**src/rtl/mem_access_seq.sv**
```systemverilog
// mem_access_seq: MEM-stage load/store sequencer with a req/gnt/rvalid data port.
// One access at a time: IDLE -> REQ -> (WAIT) -> DONE -> IDLE, with a wait-cycle timeout.
// Optional feature: define MEM_ALIGN_CHECK_EN to trap misaligned accesses instead of
// silently clearing the low address bits.
module mem_access_seq #(
    parameter int unsigned MAX_WAIT = 15
) (
    input  logic        clk,
    input  logic        reset,
    input  logic        mem_valid,
    input  logic [31:0] inst,
    input  logic [31:0] addr,
    input  logic [31:0] wdata,
    output logic        stall,
    output logic [31:0] ld_data,
    output logic        exc_adel,
    output logic        exc_ades,
    output logic        exc_tmo,
    output logic        dm_req,
    output logic        dm_we,
    output logic [3:0]  dm_be,
    output logic [31:0] dm_addr,
    output logic [31:0] dm_wdata,
    input  logic        dm_gnt,
    input  logic        dm_rvalid,
    input  logic [31:0] dm_rdata
);

    localparam int unsigned CNT_W = $clog2(MAX_WAIT + 1);

    localparam logic [5:0] OP_LB  = 6'b100000;
    localparam logic [5:0] OP_LBU = 6'b100100;
    localparam logic [5:0] OP_LH  = 6'b100001;
    localparam logic [5:0] OP_LHU = 6'b100101;
    localparam logic [5:0] OP_LW  = 6'b100011;
    localparam logic [5:0] OP_SB  = 6'b101000;
    localparam logic [5:0] OP_SH  = 6'b101001;
    localparam logic [5:0] OP_SW  = 6'b101011;

    typedef enum logic [1:0] {S_IDLE, S_REQ, S_WAIT, S_DONE} state_t;

    state_t            state_q, state_d;
    logic [CNT_W-1:0]  cnt_q, cnt_d;
    logic              tmo_q, tmo_d;
    logic [1:0]        size_q, size_d;
    logic              we_q, we_d;
    logic              uns_q, uns_d;
    logic [31:0]       addr_q, addr_d;
    logic [31:0]       wdata_q, wdata_d;
    logic [31:0]       rdata_q, rdata_d;

    logic              is_mem;
    logic              misal;
    logic              start;
    logic [31:0]       addr_al;
    logic [CNT_W:0]    cnt_inc;
    logic              tmo_hit;
    logic [7:0]        ld_byte;
    logic [15:0]       ld_half;

    // Decode the incoming MEM-stage instruction and its alignment.
    always_comb begin
        is_mem = (inst[31:26] == OP_LB)  || (inst[31:26] == OP_LBU) ||
                 (inst[31:26] == OP_LH)  || (inst[31:26] == OP_LHU) ||
                 (inst[31:26] == OP_LW)  || (inst[31:26] == OP_SB)  ||
                 (inst[31:26] == OP_SH)  || (inst[31:26] == OP_SW);
        misal  = ((inst[27:26] == 2'b01) && addr[0]) ||
                 ((inst[27:26] == 2'b11) && (addr[1:0] != 2'b00));
        addr_al = addr;
        if (inst[27:26] == 2'b01) begin
            addr_al[0] = 1'b0;
        end else if (inst[27:26] == 2'b11) begin
            addr_al[1:0] = 2'b00;
        end
    end

`ifdef MEM_ALIGN_CHECK_EN
    // Misaligned ops never start; they raise an address exception for the cycle.
    assign start    = mem_valid && is_mem && !misal;
    assign exc_adel = !reset && (state_q == S_IDLE) && mem_valid && is_mem && misal && !inst[29];
    assign exc_ades = !reset && (state_q == S_IDLE) && mem_valid && is_mem && misal &&  inst[29];
`else
    logic unused_misal;
    // Misaligned ops proceed with the low address bits cleared.
    assign start        = mem_valid && is_mem;
    assign exc_adel     = 1'b0;
    assign exc_ades     = 1'b0;
    assign unused_misal = misal;
`endif

    logic unused_inst;
    assign unused_inst = ^inst[25:0];

    assign cnt_inc = {1'b0, cnt_q} + (CNT_W + 1)'(1);
    assign tmo_hit = (cnt_inc >= (CNT_W + 1)'(MAX_WAIT));

    // Next-state, capture and wait-counter logic.
    always_comb begin
        state_d = state_q;
        cnt_d   = cnt_q;
        tmo_d   = tmo_q;
        size_d  = size_q;
        we_d    = we_q;
        uns_d   = uns_q;
        addr_d  = addr_q;
        wdata_d = wdata_q;
        rdata_d = rdata_q;
        case (state_q)
            S_IDLE: begin
                if (start) begin
                    state_d = S_REQ;
                    cnt_d   = '0;
                    tmo_d   = 1'b0;
                    size_d  = inst[27:26];
                    we_d    = inst[29];
                    uns_d   = inst[28];
                    addr_d  = addr_al;
                    wdata_d = wdata;
                    rdata_d = '0;
                end
            end
            S_REQ: begin
                cnt_d = cnt_inc[CNT_W-1:0];
                if (dm_gnt) begin
                    state_d = we_q ? S_DONE : S_WAIT;
                end else if (tmo_hit) begin
                    state_d = S_DONE;
                    tmo_d   = 1'b1;
                end
            end
            S_WAIT: begin
                cnt_d = cnt_inc[CNT_W-1:0];
                if (dm_rvalid) begin
                    rdata_d = dm_rdata;
                    state_d = S_DONE;
                end else if (tmo_hit) begin
                    state_d = S_DONE;
                    tmo_d   = 1'b1;
                end
            end
            S_DONE: begin
                state_d = S_IDLE;
            end
            default: begin
                state_d = S_IDLE;
            end
        endcase
    end

    // State and captured-operand registers.
    always_ff @(posedge clk or posedge reset) begin
        if (reset) begin
            state_q <= S_IDLE;
            cnt_q   <= '0;
            tmo_q   <= 1'b0;
            size_q  <= 2'b00;
            we_q    <= 1'b0;
            uns_q   <= 1'b0;
            addr_q  <= '0;
            wdata_q <= '0;
            rdata_q <= '0;
        end else begin
            state_q <= state_d;
            cnt_q   <= cnt_d;
            tmo_q   <= tmo_d;
            size_q  <= size_d;
            we_q    <= we_d;
            uns_q   <= uns_d;
            addr_q  <= addr_d;
            wdata_q <= wdata_d;
            rdata_q <= rdata_d;
        end
    end

    // Memory-port and pipeline-control outputs, held stable from the captured op.
    always_comb begin
        stall    = (!reset && (state_q == S_IDLE) && start) ||
                   (state_q == S_REQ) || (state_q == S_WAIT);
        dm_req   = (state_q == S_REQ);
        dm_we    = 1'b0;
        dm_be    = 4'b0000;
        dm_addr  = '0;
        dm_wdata = '0;
        exc_tmo  = (state_q == S_DONE) && tmo_q;
        if (state_q == S_REQ) begin
            dm_we   = we_q;
            dm_addr = {addr_q[31:2], 2'b00};
            dm_be   = 4'b1111;
            if (we_q) begin
                case (size_q)
                    2'b00: begin
                        dm_be    = 4'b0001 << addr_q[1:0];
                        dm_wdata = {4{wdata_q[7:0]}};
                    end
                    2'b01: begin
                        dm_be    = addr_q[1] ? 4'b1100 : 4'b0011;
                        dm_wdata = {2{wdata_q[15:0]}};
                    end
                    default: begin
                        dm_wdata = wdata_q;
                    end
                endcase
            end
        end
    end

    // Load result: lane select and extension, valid only in a non-timeout DONE.
    always_comb begin
        case (addr_q[1:0])
            2'b00:   ld_byte = rdata_q[7:0];
            2'b01:   ld_byte = rdata_q[15:8];
            2'b10:   ld_byte = rdata_q[23:16];
            default: ld_byte = rdata_q[31:24];
        endcase
        ld_half = addr_q[1] ? rdata_q[31:16] : rdata_q[15:0];
        ld_data = '0;
        if ((state_q == S_DONE) && !tmo_q && !we_q) begin
            case (size_q)
                2'b00:   ld_data = uns_q ? {24'h0, ld_byte} : {{24{ld_byte[7]}}, ld_byte};
                2'b01:   ld_data = uns_q ? {16'h0, ld_half} : {{16{ld_half[15]}}, ld_half};
                default: ld_data = rdata_q;
            endcase
        end
    end

endmodule

```
**config.mk**
```make
export PLATFORM = sky130hd
export DESIGN_NAME = mem_access_seq
export DESIGN_NICKNAME = d
export VERILOG_FILES = /design/src/rtl/mem_access_seq.sv
export SDC_FILE = /design/constraint.sdc
export NUM_CORES = 1
export LEC_CHECK = 0
export BUFFER_PORTS_ARGS = -buffer_cell sky130_fd_sc_hd__buf_4
export CAP_MARGIN = 10
export CORE_MARGIN = 2
export CORE_UTILIZATION = 45
export DETAILED_ROUTE_END_ITERATION = 10
export GPL_ROUTABILITY_DRIVEN = 1
export PLACE_DENSITY = 0.84
export RECOVER_POWER = 25
export SETUP_SLACK_MARGIN = 0.4
export SLEW_MARGIN = 0
export SYNTH_ARGS = -nofsm -noshare
export SYNTH_HDL_FRONTEND = slang
export SYNTH_SLANG_ARGS = --single-unit
```
**constraint.sdc**
```tcl
create_clock -name clk -period 3.7 [get_ports clk]
set_input_delay 0.37 -clock clk [delete_from_list [all_inputs] [get_ports clk]]
set_output_delay 0.37 -clock clk [all_outputs]
set_load 0.01 [all_outputs]
```
==> results of run 1 <==
state kept, by name (all words and copies together) (netlist names):
| signal | cells |
|---|---|
| wdata_q | 32 |
| rdata_q | 32 |
| tmo_q | 1 |
| state_q | 2 |
| we_q | 1 |
| cnt_q | 4 |
| addr_q | 32 |
| size_q | 2 |
| uns_q | 1 |
worst paths after layout:
path,from,end,slack (ns)
max in group asynchronous,reset,wdata_q[23],1.10
min reg2reg,addr_q[19],addr_q[19],0.48
min,wdata[3],wdata_q[3],0.23
max,we_q,ld_data[29],0.70
max reg2reg,state_q[0],cnt_q[3],1.29
min in group asynchronous,reset,rdata_q[17],0.30
cell families after synthesis:
kind of cell	Yosys count	share of synthesized area
AOI/OAI and AO/OA	132	0.142
xor gates and xnor gates	1	0.00148
adders and majority gates	8	0.0169
buffers and inverters	95	0.0658
DFF	107	0.451
muxes	98	0.181
other	1	0.000632
and+or+nand+nor	158	0.141
synth_stat cells, drive strengths merged:
cell type / instances / area (um^2)
dfrtp: 107 / 2680
mux2: 66 / 743
o21ai: 50 / 250
inv: 44 / 165
nor2: 43 / 161
and2: 34 / 213
nand4: 32 / 200
clkbuf: 31 / 116
mux2i: 31 / 310
a21oi: 27 / 135
nand2: 23 / 86.3
buf: 20 / 109
a21o: 17 / 128
a22oi: 14 / 105
and3: 9 / 56.3
a22o: 8 / 70.1
ha: 8 / 100
nand3b: 4 / 30.0
a21boi: 3 / 22.5
nand2b: 3 / 18.8
a221o: 2 / 20.0
a311oi: 2 / 17.5
and3b: 2 / 17.5
nand3: 2 / 10.0
nor3: 2 / 10.0
a2111oi: 1 / 27.5
a211o: 1 / 8.76
a211oi: 1 / 7.51
a221oi: 1 / 8.76
a31o: 1 / 8.76
a31oi: 1 / 6.26
a32oi: 1 / 8.76
and4: 1 / 8.76
and4b: 1 / 10.0
conb: 1 / 3.75
mux4: 1 / 22.5
nor2b: 1 / 6.26
nor3b: 1 / 7.51
o21a: 1 / 7.51
o221a: 1 / 11.3
xnor2: 1 / 8.76
layer usage:
metal / vias to the layer above / routed length (um) / global-route usage
met1: 2536 / 6970 / 0.298
met5: - / 0 / 0
met3: 36 / 1320 / 0.0623
met2: 210 / 7920 / 0.383
met4: 0 / 527 / 0.107
li1: 2463 / - / -
cell usage in the layout (no fill, tap or decap), types with 9 or more instances in the layout:
master     count
mux2_1        64
a22oi_1       14
and2_1        34
and3_1         9
buf_4        215
o21ai_1       39
clkbuf_16      9
a21o_1        17
dfrtp_1      107
mux2i_1       31
inv_1         42
nand2_1       23
a21oi_1       27
nor2_1        43
o21ai_0       11
nand4_1       32
report_power, final:
part | total [mW] | internal, mW | switching, mW
Combinational | 2.71 | 1.26 | 1.45
Sequential | 2.12 | 1.68 | 0.442
Clock | 0.947 | 0.475 | 0.472
Total | 5.78 | 3.42 | 2.36
layout make-up:
cell class	instances	area (um^2)	area share
inverters	44	166	0.0211
clock buffers	9	225	0.0286
flip-flops and latches	107	2680	0.340
clock inverters	7	65.1	0.00826
repair buffers	219	1650	0.209
well taps	172	215	0.0273
multi-input cells	401	2880	0.366
worst reg2reg max path, stage by stage, from the launching register on:
cell,delay [ns]
dfrtp_1,0.45
inv_1,0.11
ha_1,0.24
inv_1,0.08
a31o_2,0.66
o21ai_1,0.33
a221o_1,0.42
per-stage QoR:
| step | util | worst slack, ns | power, mW | cell area (um^2) | hold slack, ns |
|---|---|---|---|---|---|
| after floorplan | - | 0.898 | 3.77 | 5950 | 0.449 |
| after global placement | 0.595 | 1.17 | 4.76 | 7600 | 0.458 |
| after detailed placement | 0.595 | 1.11 | 4.86 | 7600 | 0.467 |
| after CTS | 0.618 | 0.713 | 5.82 | 7890 | 0.108 |
| after global routing | 0.617 | 0.487 | 6.19 | 7880 | 0.223 |
| final | 0.617 | 0.696 | 5.78 | 7880 | 0.226 |
==> results.ini, run 1 <==
[setup_path]
critPathLaunchType = flop
cp.arrival_ns = 2.63
crit_path_top_delay_cell = a2111oi_4
reg2regPathDepth = 6
crit_family = compound AO/OA/AOI/OAI gates
cp.depth = 5
path_cells = inv_2 > nand3_1 > a2111oi_4 > a21o_1 > buf_4
critPathRequiredTime_ns = 3.33
crit_type = flop to output port
slowest_delay_ns = 0.93
crit_buf_inv = 2
cp_max_fo = 16
endpoint_kind = output port

[routing]
drtIter0Drc = 312
first_pass_iters = 4
drt-total-wl_mm = 16.7
wl_per_cell_um = 17.5
via_per_inst = 5.47
ant_nets = 0
drc = 0
num_vias = 5245

[sta]
period_minus_slack_ns = 3.00
slew_viol_final = 34
relSlewSlack = -0.255
fin_tns_setup_ns = 0
worst_slew_pin_slew_ns = 1.88
finalCritPeriodShare = 0.812
rsz0062_at_grt = no
finalHoldViolCount = 0
fmax_mhz = 333
finClkSkew_ns = 0.00561
finalSetupViolations = 0

[min_path]
hold_class = input pin to flop
worstHoldPathCells = 2

[clocking]
clk-insertion-delay-late_ns = 0.35
cts_htree_levels = 3
cts_hold_buf = 0
cts_buffer_depth = 2
path_clk_slew_ns = 0.07
clock_sinks = 107
cts_resized = 0
numCtsBuffers = 9
cts_tree = built
cts_setup_buffers = 0
cts_root_buffer = clkbuf_16

[floorplanning]
ios = 239
num_rows = 41
dieArea_mm2 = 0.0141
die_h_um = 119
die_width_um = 119
initial_core_util = 0.465
fp.coreArea_mm2 = 0.0128

[global_routing]
overflow = 0
grt_pass1_vias = 5070
grt_use_total = 0.237
grt_pass1_wl_mm = 26.5
grt_antenna_before_repair = 0
grt_max_degree = 48

[synthesis]
synth.avg_cell_area_um2 = 9.89
synth.yosys.seq_area_share = 0.451
ys_ff_latch = 107
yosysWarnings = 0
netlist_area_mm2 = 0.00594
ys_types = 48
synth_cells = 600

[layout]
drive_gt1_frac = 0.309
antenna_cells = 0
final_net_count = 923
stdcell_count = 959
nFillCells = 1094
area_delta_synth_final_pct = 32.8

[place]
finalWeightedCongestion = 0.865
dpl.cell_count = 943
port-buffer-count = 208
dp_hpwl_mm = 12.2

[power_and_ir_drop]
p_leak_nw = 3.90
power_density_mw_per_mm2 = 734
max-vdd-ir-drop_mv = 0.356

[job]
cap_violations = 1

[run_status]
status = finished with violations
violations = capacitance limit, slew limit

Power figures use the tool's default switching activity.
==> run 2: changes to the inputs <==
- clock period: 3.7 -> 2.9 ns (I/O delays scaled with it)
==> results.ini, run 2 (synthesized netlist as in run 1, its figures left out) <==
[sta]
finalHoldViolCount = 0  ; unchanged
slew_viol_final = 0  ; was 34
fmax_mhz = 418
relSlewSlack = 0.216  ; was -0.255
finalCritPeriodShare = 0.825
holdWs_ns = 0.157  ; was 0.226 ns
worst_slew_pin_slew_ns = 1.18  ; was 1.88 ns
rsz0062_at_grt = yes  ; was no
finClkSkew_ns = 0.00551  ; was 0.00561 ns
fin_tns_setup_ns = 0  ; unchanged
postLayoutSetupSlackWorst_ns = 0.509  ; was 0.696 ns
finalSetupViolations = 0  ; unchanged
period_minus_slack_ns = 2.39

[clocking]
clk-insertion-delay-late_ns = 0.34  ; was 0.35 ns
path_clk_slew_ns = 0.08  ; was 0.07 ns
clock_sinks = 107  ; unchanged
cts_buffer_depth = 2  ; unchanged
cts_htree_levels = 3  ; unchanged
cts_root_buffer = clkbuf_16  ; unchanged
cts_setup_buffers = 0  ; unchanged
numCtsBuffers = 9  ; unchanged
cts_tree = built  ; unchanged

[routing]
drtIter0Drc = 416  ; was 312
first_pass_iters = 5  ; was 4
wl_per_cell_um = 17.3  ; was 17.5 um
via_per_inst = 5.40  ; was 5.47
drt-total-wl_mm = 16.7  ; about the same
ant_nets = 0  ; unchanged
drc = 0  ; unchanged
num_vias = 5232  ; was 5245

[setup_path]
cp_max_fo = 16  ; unchanged
startpoint = addr_q[1]  ; was we_q
crit_path_top_delay_cell = dfrtp_1  ; was a2111oi_4
cp.arrival_ns = 2.10  ; was 2.63 ns
slowest_delay_ns = 0.46  ; was 0.93 ns
critPathLaunchType = flop  ; unchanged
path_cells = mux4_2 > nand2b_1 > a2111oi_4 > buf_6 > a21o_1 > buf_4  ; was inv_2 > nand3_1 > a2111oi_4 > a21o_1 > buf_4
r2r-start = state_q[0]  ; unchanged
reg2regPathDepth = 5  ; was 6
endpoint_kind = output port  ; unchanged
critPathRequiredTime_ns = 2.61  ; was 3.33 ns
crit_type = flop to output port  ; unchanged

[global_routing]
grt_max_degree = 50  ; was 48
grt_use_total = 0.235  ; was 0.237
grt_pass1_vias = 5086  ; was 5070
grt_pass1_wl_mm = 26.7  ; was 26.5 mm
grt_antenna_before_repair = 1  ; was 0
overflow = 0  ; unchanged

[power_and_ir_drop]
pwr-share-seq = 0.362  ; was 0.367
report.power.total_mw = 7.45  ; was 5.78 mW
p_switching_mw = 3.04  ; was 2.36 mW
power_density_mw_per_mm2 = 934  ; was 734 mW/mm^2
pwr-share-clk = 0.161  ; was 0.164
switching_share = 0.407  ; was 0.409
max-vdd-ir-drop_mv = 0.368  ; was 0.356 mV
p_leak_nw = 3.94  ; was 3.90 nW
comb_power_share = 0.477  ; was 0.469
p_int_mw = 4.42  ; was 3.42 mW

[floorplanning]
die_width_um = 119  ; unchanged
dieArea_mm2 = 0.0141  ; unchanged
ios = 239  ; unchanged
initial_core_util = 0.465  ; unchanged
die_h_um = 119  ; unchanged
fp.coreArea_mm2 = 0.0128  ; unchanged
num_rows = 41  ; unchanged

[layout]
final_cell_mix = buf_4, dfrtp_1, mux2_1  ; unchanged
final_net_count = 932  ; was 923
nFillCells = 1036  ; was 1094
postLayoutCellArea_mm2 = 0.00798  ; was 0.00788 mm^2
stdcell_count = 969  ; was 959
multi_input_area_mm2 = 0.00290  ; was 0.00288 mm^2
top_regs = addr_q: 32 flops, rdata_q: 32 flops, wdata_q: 32 flops  ; unchanged
drive_gt1_frac = 0.320  ; was 0.309
layout_commonest_cell = buf_4  ; unchanged
regArea_mm2 = 0.00268  ; unchanged
area_delta_synth_final_pct = 34.4  ; was 32.8%
fin_util = 0.625  ; was 0.617

[place]
dpl-instance-area_mm2 = 0.00766  ; was 0.00760 mm^2
port-buffer-count = 208  ; unchanged
dpl.cell_count = 951  ; was 943
dp_hpwl_mm = 12.4  ; was 12.2 mm
dpl_worst_slack_ns = 0.501  ; was 1.11 ns
finalWeightedCongestion = 0.819  ; was 0.865

[job]
cap_violations = 0  ; was 1

[min_path]
hold_class = input pin to flop  ; unchanged
worstHoldPathCells = 2  ; unchanged
hp-start = addr[25]  ; was wdata[3]

[run_status]
status = finished clean  ; was finished with violations

run 2: power groups by stage:
stage | Sequential [mW] | Combinational, mW | Clock [mW]
4_1_cts | 2.69 | 3.56 | 1.22
3_3_place_gp | 2.67 | 3.46 | 0
2_1_floorplan | 2.50 | 2.31 | 0
3_5_place_dp | 2.71 | 3.54 | 0
5_1_grt | 2.78 | 3.91 | 1.28
6_report | 2.70 | 3.56 | 1.20
run 2: metal layers:
| layer | share of wire | GRT usage | up-vias |
|---|---|---|---|
| li1 | - | - | 2488 |
| met1 | 0.42 | 0.301 | 2518 |
| met2 | 0.49 | 0.397 | 207 |
| met3 | 0.078 | 0.0613 | 19 |
| met4 | 0.016 | 0.0580 | 0 |
| met5 | 0 | 0 | - |
run 2: repair_timing:
action	in CTS	in global routing
endpoints found under the setup margin	16	33
hold buffers	1	0
resized for setup	3	4
hold endpoints to repair	2	0
run 2: area by class of cell:
class                           instances  share of cell area
Multi-Input combinational cell        401               0.363
Sequential cell                       107               0.336
Timing Repair Buffer                  228               0.216
Clock buffer                            9              0.0282
Tap cell                              172              0.0270
Inverter                               44              0.0212
Clock inverter                          7             0.00878
Antenna cell                            1            0.000314
run 2: path summary, 6_finish.rpt:
kind / end / slack, ns
max in group asynchronous: wdata_q[24] / 0.85
setup / recovery: ld_data[31] / 0.51
setup reg to reg: addr_q[16] / 0.82
hold reg to reg: addr_q[25] / 0.48
hold / removal: addr_q[25] / 0.16
min in group asynchronous: rdata_q[27] / 0.53
run 2: worst max-delay path: cells and delay by family (launching register included):
| family | cells | cell delay (ns) |
|---|---|---|
| DFF | 1 | 0.46 |
| AOI/OAI and AO/OA | 2 | 0.48 |
| buffers and inverters | 2 | 0.33 |
| and+or+nand+nor | 1 | 0.11 |
| muxes | 1 | 0.38 |
